### src/rtl/tx_arb_pkg.sv
// Shared widths, FSM state encoding and a pointer helper for the
// transmitter request arbiter.
package tx_arb_pkg;

   localparam int MSG_W   = 5;
   localparam int CNT_W   = 3;
   localparam int OWNER_W = 3;

   typedef enum logic [1:0] {
      IDLE = 2'd0,
      SEND = 2'd1,
      WAIT = 2'd2,
      GAP  = 2'd3
   } state_e;

   // Index following idx, wrapping to 0 after n-1.
   function automatic logic [OWNER_W-1:0] next_index(input logic [OWNER_W-1:0] idx,
                                                     input int unsigned        n);
      logic [OWNER_W-1:0] nxt;
      if (32'(idx) + 32'd1 >= n) nxt = '0;
      else                       nxt = idx + 1'b1;
      return nxt;
   endfunction

endpackage

### src/rtl/tx_request_arbiter_rr_pick.sv
// Combinational round-robin picker: first eligible requester at or after
// the pointer, wrapping modulo N_REQ.
module rr_pick
   import tx_arb_pkg::*;
#(
   parameter int N_REQ = 3
) (
   input  logic [N_REQ-1:0]   eligible,
   input  logic [OWNER_W-1:0] pointer,
   output logic               found,
   output logic [OWNER_W-1:0] index
);

   localparam logic [OWNER_W:0] N_W = (OWNER_W + 1)'(N_REQ);

   logic [2*N_REQ-1:0] doubled;
   logic [N_REQ-1:0]   rotated;
   logic [OWNER_W:0]   sum_c;

   // Rotating the doubled vector puts the pointer's requester at bit 0.
   assign doubled = {eligible, eligible};
   assign rotated = N_REQ'(doubled >> pointer);

   always_comb begin
      found = 1'b0;
      index = '0;
      sum_c = '0;
      for (int unsigned i = 0; i < N_REQ; i++) begin
         if (!found && rotated[i]) begin
            found = 1'b1;
            sum_c = {1'b0, pointer} + (OWNER_W + 1)'(i);
            if (sum_c >= N_W) sum_c = sum_c - N_W;
            index = sum_c[OWNER_W-1:0];
         end
      end
   end

endmodule

### src/rtl/tx_request_arbiter.sv
// Shares one serial message transmitter among N_REQ requesters with an
// inter-frame gap. Optional watchdog abort enabled by TX_ARB_TIMEOUT_EN.
module tx_request_arbiter
   import tx_arb_pkg::*;
#(
   parameter int N_REQ          = 3,
   parameter int GAP_CYCLES     = 16,
   parameter int TIMEOUT_CYCLES = 4000000
) (
   input  logic                   clk,
   input  logic                   rst,
   input  logic [N_REQ-1:0]       req,
   input  logic [MSG_W*N_REQ-1:0] msg_in,
   input  logic [N_REQ-1:0]       mode_in,
   input  logic [CNT_W*N_REQ-1:0] cnt_in,
   output logic [N_REQ-1:0]       ack,
   output logic                   err,
   output logic [OWNER_W-1:0]     owner,
   output logic                   active,
   output logic                   tx_send,
   output logic [MSG_W-1:0]       tx_message,
   output logic                   tx_mode,
   output logic [CNT_W-1:0]       tx_cnt,
   input  logic                   tx_busy
);

   localparam int unsigned GAP_W = (GAP_CYCLES > 0) ? $clog2(GAP_CYCLES + 1) : 1;
   localparam logic [N_REQ-1:0] ACK_LSB = N_REQ'(1);

   if (N_REQ < 2 || N_REQ > 8 || GAP_CYCLES < 0 || TIMEOUT_CYCLES < 1) begin : g_bad_param
      $error("tx_request_arbiter: parameter out of range");
   end

   state_e             state_q;
   logic [OWNER_W-1:0] ptr_q;
   logic [OWNER_W-1:0] ptr_d;
   logic [OWNER_W-1:0] owner_q;
   logic               active_q;
   logic               tx_send_q;
   logic [MSG_W-1:0]   msg_q;
   logic               mode_q;
   logic [CNT_W-1:0]   cnt_q;
   logic [GAP_W-1:0]   gap_q;
   logic [N_REQ-1:0]   ack_q;

   logic [N_REQ-1:0]   eligible;
   logic               found;
   logic [OWNER_W-1:0] win;
   logic [MSG_W-1:0]   sel_msg;
   logic               sel_mode;
   logic [CNT_W-1:0]   sel_cnt;

`ifdef TX_ARB_TIMEOUT_EN
   localparam int unsigned WD_W = $clog2(TIMEOUT_CYCLES + 1);
   logic [WD_W-1:0] wd_q;
   logic            abort_q;
   logic            err_q;
   logic            wd_hit;

   assign wd_hit = (wd_q == WD_W'(TIMEOUT_CYCLES - 1));
   assign err    = err_q;
`else
   assign err = 1'b0;
`endif

   // A requester being acked this cycle must not win again immediately.
   assign eligible = req & ~ack_q;

   rr_pick #(
      .N_REQ(N_REQ)
   ) u_pick (
      .eligible(eligible),
      .pointer (ptr_q),
      .found   (found),
      .index   (win)
   );

   assign ptr_d = next_index(win, N_REQ);

   always_comb begin
      sel_msg  = '0;
      sel_mode = 1'b0;
      sel_cnt  = '0;
      for (int unsigned i = 0; i < N_REQ; i++) begin
         if (win == OWNER_W'(i)) begin
            sel_msg  = msg_in[i*MSG_W +: MSG_W];
            sel_mode = mode_in[i];
            sel_cnt  = cnt_in[i*CNT_W +: CNT_W];
         end
      end
   end

   always_ff @(posedge clk) begin
      if (!rst) begin
         state_q   <= IDLE;
         ptr_q     <= '0;
         owner_q   <= '0;
         active_q  <= 1'b0;
         tx_send_q <= 1'b0;
         msg_q     <= '0;
         mode_q    <= 1'b0;
         cnt_q     <= '0;
         gap_q     <= '0;
         ack_q     <= '0;
`ifdef TX_ARB_TIMEOUT_EN
         wd_q      <= '0;
         abort_q   <= 1'b0;
         err_q     <= 1'b0;
`endif
      end else begin
         ack_q <= '0;
`ifdef TX_ARB_TIMEOUT_EN
         err_q <= 1'b0;
`endif
         unique case (state_q)
            IDLE: begin
               if (found) begin
                  state_q   <= SEND;
                  owner_q   <= win;
                  active_q  <= 1'b1;
                  tx_send_q <= 1'b1;
                  msg_q     <= sel_msg;
                  mode_q    <= sel_mode;
                  cnt_q     <= sel_cnt;
                  ptr_q     <= ptr_d;
`ifdef TX_ARB_TIMEOUT_EN
                  wd_q      <= '0;
                  abort_q   <= 1'b0;
`endif
               end
            end

            SEND: begin
`ifdef TX_ARB_TIMEOUT_EN
               wd_q <= wd_q + 1'b1;
               if (wd_hit) begin
                  tx_send_q <= 1'b0;
                  abort_q   <= 1'b1;
                  state_q   <= GAP;
                  gap_q     <= GAP_W'(GAP_CYCLES);
               end else
`endif
               if (tx_busy) begin
                  tx_send_q <= 1'b0;
                  state_q   <= WAIT;
               end
            end

            WAIT: begin
`ifdef TX_ARB_TIMEOUT_EN
               wd_q <= wd_q + 1'b1;
`endif
               if (!tx_busy) begin
                  if (GAP_CYCLES == 0) begin
                     state_q  <= IDLE;
                     active_q <= 1'b0;
                     ack_q    <= ACK_LSB << owner_q;
`ifdef TX_ARB_TIMEOUT_EN
                     err_q    <= abort_q;
`endif
                  end else begin
                     state_q <= GAP;
                     gap_q   <= GAP_W'(GAP_CYCLES);
                  end
               end
`ifdef TX_ARB_TIMEOUT_EN
               else if (wd_hit) begin
                  abort_q <= 1'b1;
                  state_q <= GAP;
                  gap_q   <= GAP_W'(GAP_CYCLES);
               end
`endif
            end

            GAP: begin
               // Completing on the edge that would reach zero gives exactly
               // GAP_CYCLES idle cycles after the transmitter goes quiet.
               if (gap_q <= 1) begin
                  state_q  <= IDLE;
                  active_q <= 1'b0;
                  ack_q    <= ACK_LSB << owner_q;
`ifdef TX_ARB_TIMEOUT_EN
                  err_q    <= abort_q;
`endif
               end else begin
                  gap_q <= gap_q - 1'b1;
               end
            end

            default: state_q <= IDLE;
         endcase
      end
   end

   assign ack        = ack_q;
   assign owner      = owner_q;
   assign active     = active_q;
   assign tx_send    = tx_send_q;
   assign tx_message = msg_q;
   assign tx_mode    = mode_q;
   assign tx_cnt     = cnt_q;

endmodule

### config.mk
export PLATFORM = sky130hd
export DESIGN_NAME = tx_request_arbiter
export DESIGN_NICKNAME = d
export VERILOG_FILES = /design/src/rtl/tx_arb_pkg.sv /design/src/rtl/tx_request_arbiter_rr_pick.sv /design/src/rtl/tx_request_arbiter.sv
export SDC_FILE = /design/constraint.sdc
export NUM_CORES = 1
export LEC_CHECK = 0
export ABC_AREA = 0
export CAP_MARGIN = 10
export CELL_PAD_IN_SITES_DETAIL_PLACEMENT = 2
export CELL_PAD_IN_SITES_GLOBAL_PLACEMENT = 2
export CORE_MARGIN = 2
export CORE_UTILIZATION = 30
export DETAILED_ROUTE_END_ITERATION = 16
export GPL_ROUTABILITY_DRIVEN = 0
export MAX_ROUTING_LAYER = met4
export PLACE_DENSITY = 0.88
export SYNTH_ARGS = -nofsm -noshare
export SYNTH_HDL_FRONTEND = slang
export SYNTH_HIERARCHICAL = 1
export SYNTH_SLANG_ARGS = --single-unit
### constraint.sdc
create_clock -name clk -period 8.1 [get_ports clk]
set_clock_uncertainty 0.15 [all_clocks]
set_input_delay 1.215 -clock clk [delete_from_list [all_inputs] [get_ports clk]]
set_output_delay 1.215 -clock clk [all_outputs]
set_load 0.05 [all_outputs]
==> metrics.cfg <==
[grt]
grt_pass1_wl_um = 10000
grt_usage = 0.176
grt_max_degree = 29
antenna_found_initial = 0
grt_remaining_overflow = 0
first_global_vias = 1974

[timing]
setup_violations = 0
setup_tns_ps = 0
period_share = 0.591
holdWs_ps = 355
worst_pin_slew_ps = 669
grt_setup_unrepaired = no
max-slew-margin-rel = 0.553
clock.fmax_mhz = 209
drv_slew = 0
period_needed_ps = 4780
hold_violations = 0

[floorplan]
die_w_um = 84.9
initial_core_util = 0.309
core_area_um2 = 6350
die_area_um2 = 7210
num_rows = 29
ios = 51
die_y_um = 84.9

[setup_path]
arrival_ps = 4820
crit_type = input port to flip-flop
critical-path-slowest-cell = a2111o_1
max_stage_delay_ps = 520
ff2ff_setup_slack_ps = 4260
crit_chain = clkdlybuf4s50_1 -> nor2b_1 -> and4b_4 -> a311oi_2 -> o32a_2 -> nor2_2 -> a2111o_1 -> inv_1 -> ha_1 -> nor2b_1 -> a221oi_1 -> a21oi_1 -> a32o_1
critPathMaxFanout = 10
required_ps = 8130
critPathCaptureType = flip-flop
cp_common_cell = nor2b_1
start_kind = input port

[clock_network]
cts-buffers-inserted = 3
insertion_delay_ps = 280
cts_setup_buffers = 0
path_clk_slew_ps = 110
clockBufferDepth = 2
cts_root_buf = clkbuf_8
cts_resized = 0
cts-hold-fix-buffers = 0
cts.sink_count = 27
htree_levels = 1
cts_tree = done

[finish]
nets = 331
final_common_cell = clkdlybuf4s50_1
fin_util = 0.399
drive_above_1_share = 0.0540
layout.cells.non_filler = 355
layout_common_cells = clkdlybuf4s50_1, dfxtp_1, nand2_1
antenna_cells = 0
area_delta_synth_final_pct = 28.9

[logic_synthesis]
synthesis.area_um2 = 1960
synth_top_area_frac = 0.275
yosys.area.top_type = dfxtp_1
synthesis.nets = 290
yosysWarnings = 6
synth_flop_cell = dfxtp_1
ys_seq_elements = 27
synthDistinctLibCells = 46
netlist_instances = 238
syn_area_per_cell_um2 = 8.25
synthArstFlopShare = 0
synth-edff-count = 0
seq_area_frac_synth = 0.275
synthTopCellsByArea = dfxtp_1, ha_1, a32o_1

[power_and_ir_drop]
irDropWorstVdd_v = 0.000134
power_density_nw_per_um2 = 322
p_leak_nw = 0.984

[flow_run]
cap_violations = 0

[routing]
wirelength_um = 6120
first_iter_violations = 56
routed_via_density = 5.27
vias = 1871
final_antenna_net_count = 0
drc = 0
wl_per_cell_um = 17.2
first_pass_iters = 4

[run_status]
status = completed

[place]
dpl.hpwl_um = 4690
io_buffers = 49
placed_cells = 351

[hold_path]
hold_path.class = flip-flop to flip-flop

[registers in the layout, indices dropped and copies added (netlist names)]
register and cells:
ptr_q 3, active 1, gap_q 5, tx_cnt 3, tx_mode 1, tx_send 1
owner 3, tx_message 5, ack 3, state_q 2
[where the power goes]
| part | total, W | internal, W | leakage [nW] | switching [W] |
|---|---|---|---|---|
| clock network | 0.0000797 | 0.0000350 | 0.0217 | 0.0000448 |
| registers | 0.000202 | 0.000165 | 0.221 | 0.0000376 |
| logic | 0.000533 | 0.000208 | 0.742 | 0.000324 |
| total | 0.000815 | 0.000408 | 0.984 | 0.000407 |
[cell families after synthesis]
logic type | count (synthesis) | share of synthesized area
buf+inv | 34 | 0.0765
mux | 8 | 0.0414
flops | 27 | 0.275
xor+xnor | 2 | 0.00892
fa+ha+maj | 19 | 0.121
other cells | 1 | 0.00191
compound gates | 70 | 0.268
simple gates | 77 | 0.207
[synthesized netlist by cell type, types with 3 or more instances]
master / count
nand4_1: 3
nand3_1: 3
inv_1: 20
a221oi_1: 9
nand2_1: 24
mux2i_1: 7
buf_2: 3
a32o_1: 9
nor2b_1: 13
clkbuf_1: 8
ha_1: 19
dfxtp_1: 27
nor2_1: 13
nor3_1: 4
o21ai_0: 9
a21boi_0: 6
a22oi_1: 4
o211a_1: 3
and2_1: 3
a21oi_1: 17
[final cells by class]
type	instances	area, um2
clock buffers	3	41.3
clock inverters	1	7.51
fillers	732	3820
inverters	20	75.1
multi-input cells	177	1270
flip-flops and latches	27	541
well taps	77	96.3
repair buffers	50	498
[critical path, delay by kind of cell]
family / cells / cell delay [ps]
and+or+nand+nor: 4 / 1030
AOI/OAI and AO/OA: 6 / 1630
adders and majority gates: 1 / 370
buffers and inverters: 2 / 570
[layer usage]
| metal | share of wire | GRT usage | vias up |
|---|---|---|---|
| met5 | 0 | - | - |
| met4 | 0.0047 | 0.0303 | 0 |
| met3 | 0.0074 | 0.0146 | 2 |
| met2 | 0.54 | 0.315 | 6 |
| met1 | 0.45 | 0.219 | 925 |
| li1 | - | - | 938 |
[worst paths after layout]
check                                     to               startpoint  cells past startpoint
setup / recovery  tx_message[0]$_SDFFE_PN0P_                   req[0]                     13
hold / removal       state_q[1]$_SDFFE_PN0P_  state_q[1]$_SDFFE_PN0P_                      2
setup reg to reg  tx_message[0]$_SDFFE_PN0P_    ptr_q[0]$_SDFFE_PN0P_                     12
hold reg to reg      state_q[1]$_SDFFE_PN0P_  state_q[1]$_SDFFE_PN0P_                      2
[per-stage QoR]
step | power, W | area [um2] | worst slack (ps)
after global routing | 0.000887 | 2530 | 3000
after CTS | 0.000825 | 2530 | 3320
final | 0.000815 | 2530 | 3320
after detailed placement | 0.000737 | 2480 | 3050
after floorplan | 0.000588 | 1960 | 4100
after global placement | 0.000714 | 2480 | 3210
Power figures use the tool's default switching activity.
